--- src/rtl/fifo_pkt_writer.sv ---
// fifo_pkt_writer: write-side packet framer for the dual-clock FIFO.
// Buffers one packet from a valid/ready/last stream, then writes a length
// header (word count - 1) followed by the payload into the FIFO, honouring
// the FIFO's full flag.
// Ports: wr_clk/rst_n (async, active-low); s_valid/s_ready/s_data/s_last
// upstream stream; full/wr_en/data_in FIFO write side; busy, pkt_sent,
// err_trunc status strobes; trunc_cnt saturating truncated-packet count.
// Build option: define CHK_TRAILER_EN to append an XOR check trailer word.
module fifo_pkt_writer #(
    parameter int DATA_WIDTH = 6,
    parameter int MAX_PKT    = 8
) (
    input  logic                  wr_clk,
    input  logic                  rst_n,
    input  logic                  s_valid,
    output logic                  s_ready,
    input  logic [DATA_WIDTH-1:0] s_data,
    input  logic                  s_last,
    input  logic                  full,
    output logic                  wr_en,
    output logic [DATA_WIDTH-1:0] data_in,
    output logic                  busy,
    output logic                  pkt_sent,
    output logic                  err_trunc,
    output logic [7:0]            trunc_cnt
);

    localparam int CW = $clog2(MAX_PKT) + 1;
    localparam int IW = (MAX_PKT > 1) ? $clog2(MAX_PKT) : 1;

    typedef enum logic [2:0] {
        S_COLLECT,
        S_DISCARD,
        S_HEADER,
`ifdef CHK_TRAILER_EN
        S_TRAILER,
`endif
        S_DRAIN
    } state_t;

    state_t                r_state;
    state_t                w_next_state;
    logic [CW-1:0]         r_cnt;
    logic [CW-1:0]         r_idx;
    logic [7:0]            r_trunc_cnt;
    logic [DATA_WIDTH-1:0] r_buf [MAX_PKT];

    logic                  w_accept;
    logic                  w_last_word;
    logic [CW-1:0]         w_cnt_m1;
    logic [DATA_WIDTH-1:0] w_hdr;

`ifdef CHK_TRAILER_EN
    logic [DATA_WIDTH-1:0] r_xor;
`endif

    assign w_cnt_m1    = r_cnt - CW'(1);
    assign w_hdr       = DATA_WIDTH'(w_cnt_m1);
    assign w_last_word = (r_idx == w_cnt_m1);
    assign trunc_cnt   = r_trunc_cnt;

    // Outputs are decoded straight from state so the FIFO captures data_in
    // on the same edge that wr_en is seen; rst_n gates the handshakes.
    always_comb begin
        w_next_state = r_state;
        s_ready      = 1'b0;
        wr_en        = 1'b0;
        data_in      = '0;
        busy         = 1'b0;
        pkt_sent     = 1'b0;
        err_trunc    = 1'b0;
        w_accept     = 1'b0;
        unique case (r_state)
            S_COLLECT: begin
                s_ready  = rst_n;
                w_accept = s_valid && s_ready;
                if (w_accept) begin
                    if (s_last)
                        w_next_state = S_HEADER;
                    else if (r_cnt == CW'(MAX_PKT - 1))
                        w_next_state = S_DISCARD;
                end
            end
            S_DISCARD: begin
                s_ready  = rst_n;
                w_accept = s_valid && s_ready;
                if (w_accept && s_last) begin
                    w_next_state = S_HEADER;
                    err_trunc    = 1'b1;
                end
            end
            S_HEADER: begin
                busy    = rst_n;
                wr_en   = rst_n && !full;
                data_in = w_hdr;
                if (wr_en)
                    w_next_state = S_DRAIN;
            end
            S_DRAIN: begin
                busy    = rst_n;
                wr_en   = rst_n && !full;
                data_in = r_buf[r_idx[IW-1:0]];
                if (wr_en && w_last_word) begin
`ifdef CHK_TRAILER_EN
                    w_next_state = S_TRAILER;
`else
                    w_next_state = S_COLLECT;
                    pkt_sent     = 1'b1;
`endif
                end
            end
`ifdef CHK_TRAILER_EN
            S_TRAILER: begin
                busy    = rst_n;
                wr_en   = rst_n && !full;
                data_in = r_xor;
                if (wr_en) begin
                    w_next_state = S_COLLECT;
                    pkt_sent     = 1'b1;
                end
            end
`endif
            default: w_next_state = S_COLLECT;
        endcase
    end

    always_ff @(posedge wr_clk or negedge rst_n) begin
        if (!rst_n) begin
            r_state     <= S_COLLECT;
            r_cnt       <= '0;
            r_idx       <= '0;
            r_trunc_cnt <= '0;
        end else begin
            r_state <= w_next_state;
            if (r_state == S_COLLECT && w_accept)
                r_cnt <= r_cnt + CW'(1);
            if (err_trunc && r_trunc_cnt != 8'hFF)
                r_trunc_cnt <= r_trunc_cnt + 8'd1;
            if (r_state == S_HEADER && wr_en)
                r_idx <= '0;
            if (r_state == S_DRAIN && wr_en) begin
                r_idx <= r_idx + CW'(1);
                if (w_last_word)
                    r_cnt <= '0;
            end
        end
    end

    // Payload storage needs no reset: cnt/idx guard every read.
    always_ff @(posedge wr_clk) begin
        if (r_state == S_COLLECT && w_accept)
            r_buf[r_cnt[IW-1:0]] <= s_data;
    end

`ifdef CHK_TRAILER_EN
    // Running XOR of every word written for the packet (header included).
    always_ff @(posedge wr_clk or negedge rst_n) begin
        if (!rst_n)
            r_xor <= '0;
        else if (r_state == S_COLLECT)
            r_xor <= '0;
        else if (wr_en)
            r_xor <= r_xor ^ data_in;
    end
`endif

endmodule

--- config.mk ---
export PLATFORM = sky130hd
export DESIGN_NAME = fifo_pkt_writer
export DESIGN_NICKNAME = d
export VERILOG_FILES = /design/src/rtl/fifo_pkt_writer.sv
export SDC_FILE = /design/constraint.sdc
export NUM_CORES = 1
export LEC_CHECK = 0
export CORE_MARGIN = 2
export CORE_UTILIZATION = 49
export CTS_CLUSTER_DIAMETER = 120
export DETAILED_ROUTE_END_ITERATION = 10
export DONT_BUFFER_PORTS = 1
export PLACE_DENSITY_LB_ADDON = 0.08
export SLEW_MARGIN = 20
export SYNTH_ARGS = -nofsm -noshare
export SYNTH_HDL_FRONTEND = slang
export SYNTH_SLANG_ARGS = --single-unit
--- constraint.sdc ---
create_clock -name wr_clk -period 3.8 [get_ports wr_clk]
set_input_delay 0.38 -clock wr_clk [delete_from_list [all_inputs] [get_ports wr_clk]]
set_output_delay 0.38 -clock wr_clk [all_outputs]
set_load 0.02 [all_outputs]
### Yosys cells after proc, flatten, opt, wreduce, memory -nomap -nowiden

Memories as Yosys holds them, arrays and structs flattened.
Index checks and enable logic that the tools add are counted.
W data, S select, Z words.

* add/subtract/negate cells: 4
* equal/unequal tests: 11
* mux-type cells: 23
* reduce and logical (&&, ||, !) cells: 14

Operators by type and width (count)
* $mux W4: 5
* $mux W3: 6
* $pmux W3 S4: 1
* $pmux W6 S2: 1
* $mux W1: 10
* $add A4 B1 Y4 const B: 2
* $add A8 B1 Y8 const B: 1
* $logic_and A1 B1 Y1: 8
* $ne A2 B2 Y1 const B: 4
* $ne A8 B8 Y1 const B: 1
* $eq A3 B2 Y1 const B: 2
* $reduce_and A5 Y1: 1
* $eq A4 B3 Y1 const B: 1
* $eq A4 B4 Y1: 1
* $reduce_or A2 Y1: 2
* $sub A4 B1 Y4 const B: 1
* $eq A3 B1 Y1 const B: 1
* $logic_not A3 Y1: 1
* $ne A3 B3 Y1 const B: 1
* $reduce_bool A2 Y1: 1
* $logic_not A1 Y1: 1

* bits in registers: 19
* bits in writable memories: 48
* input bits: 11
* output and inout port bits: 19
* logic and storage cells: 57
* memories kept: 1

Memories
* r_buf: depth 8, width 6, rd ports 1, clocked after memory_dff 0, wr ports 1, RTL line 46 `logic [DATA_WIDTH-1:0] r_buf [MAX_PKT];`

### Longest topological paths before layout

* depth in word-level cells: 7
* gate-level depth with buffers: 7
* gate-level depth less buffers: 7

### Least setup slack after synthesis

No wires, ideal clock.

* kind: register to output
* start: reg r_cnt[0]
* end: out pkt_sent
* data arrival time: 1.607 ns
* required time: 3.420 ns
* path slack: 1.813 ns
* stages on the path, launching flop included: 7
* path buffers: 0
* cells stage by stage: dfrtp_1 -> inv_1 -> ha_1 -> xnor2_1 -> nor3_2 -> nand3_2 -> nor2_1

* cells in the longest elaborated chain, start to end: 5

RTL lines
* start, declared: RTL line 43 `logic [CW-1:0] r_cnt;`
* start signal, assigned: RTL line 136 `r_cnt <= r_cnt + CW'(1);`
* $sub A4 B1 Y4: RTL line 57 `assign w_cnt_m1 = r_cnt - CW'(1);`
* $eq A4 B4 Y1: RTL line 59 `assign w_last_word = (r_idx == w_cnt_m1);`
* $logic_and A1 B1 Y1: RTL line 103 `if (wr_en && w_last_word) begin`
* $mux W1: RTL line 103
* $mux W1: RTL line 73 `unique case (r_state)`
* end, declared: RTL line 23 `output logic pkt_sent,`

Every way passes these cells.

### Worst setup path after layout

* start: reg r_cnt[1]
* end: out pkt_sent

The elaborated chain is that of the path after synthesis.

==> reports/results.ini <==
[status]
status=complete, no violations

[placement]
gp_congestion=0.8052
place_hpwl_um=3850
port_buffers=0
place_ws_ns=1.513

[sta]
maxSlewHeadroom=0.4029
rsz0062_at_grt=no
setup_ws_ns=1.175
hold_viol=0
finalCritPeriodShare=0.6908
whs_ns=0.1372
period_needed_ns=2.625
finalSetupTns_ns=0
clock.fmax_mhz=380.9
tightest_slew_ns=0.8924
slew_viol_final=0
fin_skew_ns=0.008445
setup_viol=0

[clock_tree]
clk_latency_ns=0.33
htree_levels=3
cts.path.max_buffers=2
clock-sinks=66
root_buffer=clkbuf_8
numCtsBuffers=9
clk_pin_slew_ns=0.07
cts_tree=built

[setup_path]
crit_chain=inv_1, ha_1, xnor2_1, nor3_2, nand3_2, nor2_1
path_class=flip-flop to primary output
cp-start-kind=flip-flop
critPathArrivalTime_ns=2.25
reg2reg_from=r_state[0]
crit_fanout=8
rr_worst_depth=6
cp_slowest_cell=nor2_1
r2r-end=r_cnt[3]
rrSetupSlack_ns=1.60
endpoint_kind=primary output
required_ns=3.42
slowest_delay_ns=0.52

[logic_synthesis]
synth_compound_area_frac=0.05021
yosysWarnings=0
netlist_instances=198
synth_top_family_by_area=multiplexers
synth_cell_types=36
synth_area_um2=2990
yosys.area.top_type_share=0.4820
avgSynthCellArea_um2=15.10
synth_area_leaders=edfxtp_1 (48%), dfrtp_1 (15%), mux4_2 (9.0%), ha_1 (3.3%), xnor2_1 (2.9%)
synthSimpleGateAreaFrac=0.08536
yosys-mux-area-fraction=0.1226
async_reset_ff_frac=0.2727
synth.yosys.seq_area_share=0.6326
synthFlopType=edfxtp_1
synth_edf_count=48
synthXorXnorAreaFrac=0.04854
ys_ff_latch=66
synthAdderAreaFrac=0.03347
synth_nets=217
synth_top_cell_by_area=edfxtp_1

[finish]
fillers=476
finish.utilization=0.5503
nNetsFinal=224
syn2layout_area_growth_pct=8.954
final_common_cell=edfxtp_1
final_cell_mix=edfxtp_1 (48), dfrtp_1 (18), nor2_1 (14)
num_antenna_cells=0
drive_gt1_frac=0.1857

[routing]
drt_first_pass_iters=5
ant_nets=0
drc_errors=0
routed_via_density=5.765
vias=1643
drt_iter0_drc=66
finalWirelength_um=5709
avgRoutedWirePerCell_um=20.03

[pwr]
vdd_drop_max_v=0.0003893
p_leak_nw=1.144
power_density_nw_per_um2=640.8

[die]
die_width_um=82.12
io_pins=30
rows=28
die_h_um=82.12
fp.dieArea_um2=6744
coreArea_um2=5921
start_util=0.5051

[worst_hold_path]
hold_depth=0
hp-class=input port to flip-flop
hold_path_end=r_buf[4][3]
hp-start=s_data[3]

[grt]
grt_usage=0.1838
grt_overflow=0
first_global_vias=1639
antenna_found_initial=0
grt_pass1_wl_um=8631
grt_max_degree=19

[flow_run]
maxCapViolCount=0

timing repair:
| action | in CTS | in global routing |
|---|---|---|
| buffers inserted | 0 | 0 |
| hold buffers | 1 | 0 |
| resized for setup | 0 | 0 |
| endpoints found under the hold margin | 18 | 0 |
worst max-delay path: cells and delay by family, from the launching register on:
family        cells  cell delay (ns)
buf+inv           1             0.11
fa+ha+maj         1             0.33
flops             1             0.50
simple gates      3             0.81
xor+xnor          1             0.16
synthesized netlist by cell type (3+ instances only):
cell type  instances
edfxtp_1          48
dfrtp_1           18
nor2_1            14
nand2_1           13
mux4_2            12
xnor2_1           10
ha_1               8
inv_1              8
nand3_1            8
mux2i_1            7
o21ai_0            7
nand4_1            6
buf_2              5
xor2_1             4
nand2b_1           3
o22ai_1            3
where the power goes:
group	total [mW]	leakage, nW	switching, mW	internal, mW
clock	0.568	0.0954	0.267	0.301
combinational	0.547	0.378	0.313	0.234
sequential	0.973	0.671	0.129	0.843
total	2.09	1.14	0.709	1.38
registers in the layout, summed over array words and instances, names as in the netlist:
name	flops
r_idx	4
r_state	2
r_cnt	4
trunc_cnt	8
r_buf	48
cell families after synthesis:
| family | Yosys count |
|---|---|
| multiplexers | 21 |
| AO/OA/AOI/OAI | 21 |
| XOR/XNOR | 15 |
| AND/OR/NAND/NOR | 51 |
| adder cells (fa/ha/maj) | 8 |
| flip-flops | 66 |
| buffers and inverters | 16 |
stage by stage:
stage / power (mW) / instance area, µm² / cells
2_1_floorplan: 1.435 / 2990 / 198
3_3_place_gp: 1.514 / 3055 / 268
3_5_place_dp: 1.532 / 3055 / 268
4_1_cts: 2.109 / 3258 / 285
5_1_grt: 2.200 / 3258 / 285
6_report: 2.088 / 3258 / 285
worst max path at each step:
stage | startpoint | endpoint | slack [ns]
after floorplan | r_cnt[0] | pkt_sent | 1.81
final | r_cnt[1] | pkt_sent | 1.17
after global routing | r_cnt[1] | pkt_sent | 1.02
after global placement | r_idx[0] | pkt_sent | 1.54
after CTS | r_cnt[0] | pkt_sent | 1.14
after detailed placement | r_state[1] | r_cnt[3] | 1.51
layer usage:
metal | vias to the layer above | GRT usage | part of all wire | wire length, µm
met5 | - | 0 | 0 | 0
met4 | 0 | 0.08667 | 0.013 | 75
met3 | 8 | 0.05326 | 0.056 | 319
met2 | 47 | 0.3033 | 0.50 | 2878
met1 | 831 | 0.2236 | 0.43 | 2435
li1 | 757 | - | - | -
layout make-up:
type,count,area (µm²),share of cell area
sequential,66,1892,0.5806
multi-input combinational,116,1017,0.3122
clock buffer,9,123.9,0.03802
tap,75,93.84,0.02880
clock inverter,7,68.82,0.02112
timing repair buffer,4,32.53,0.009985
inverter,8,30.03,0.009217
Note: power is estimated with default switching activity, not from simulation.
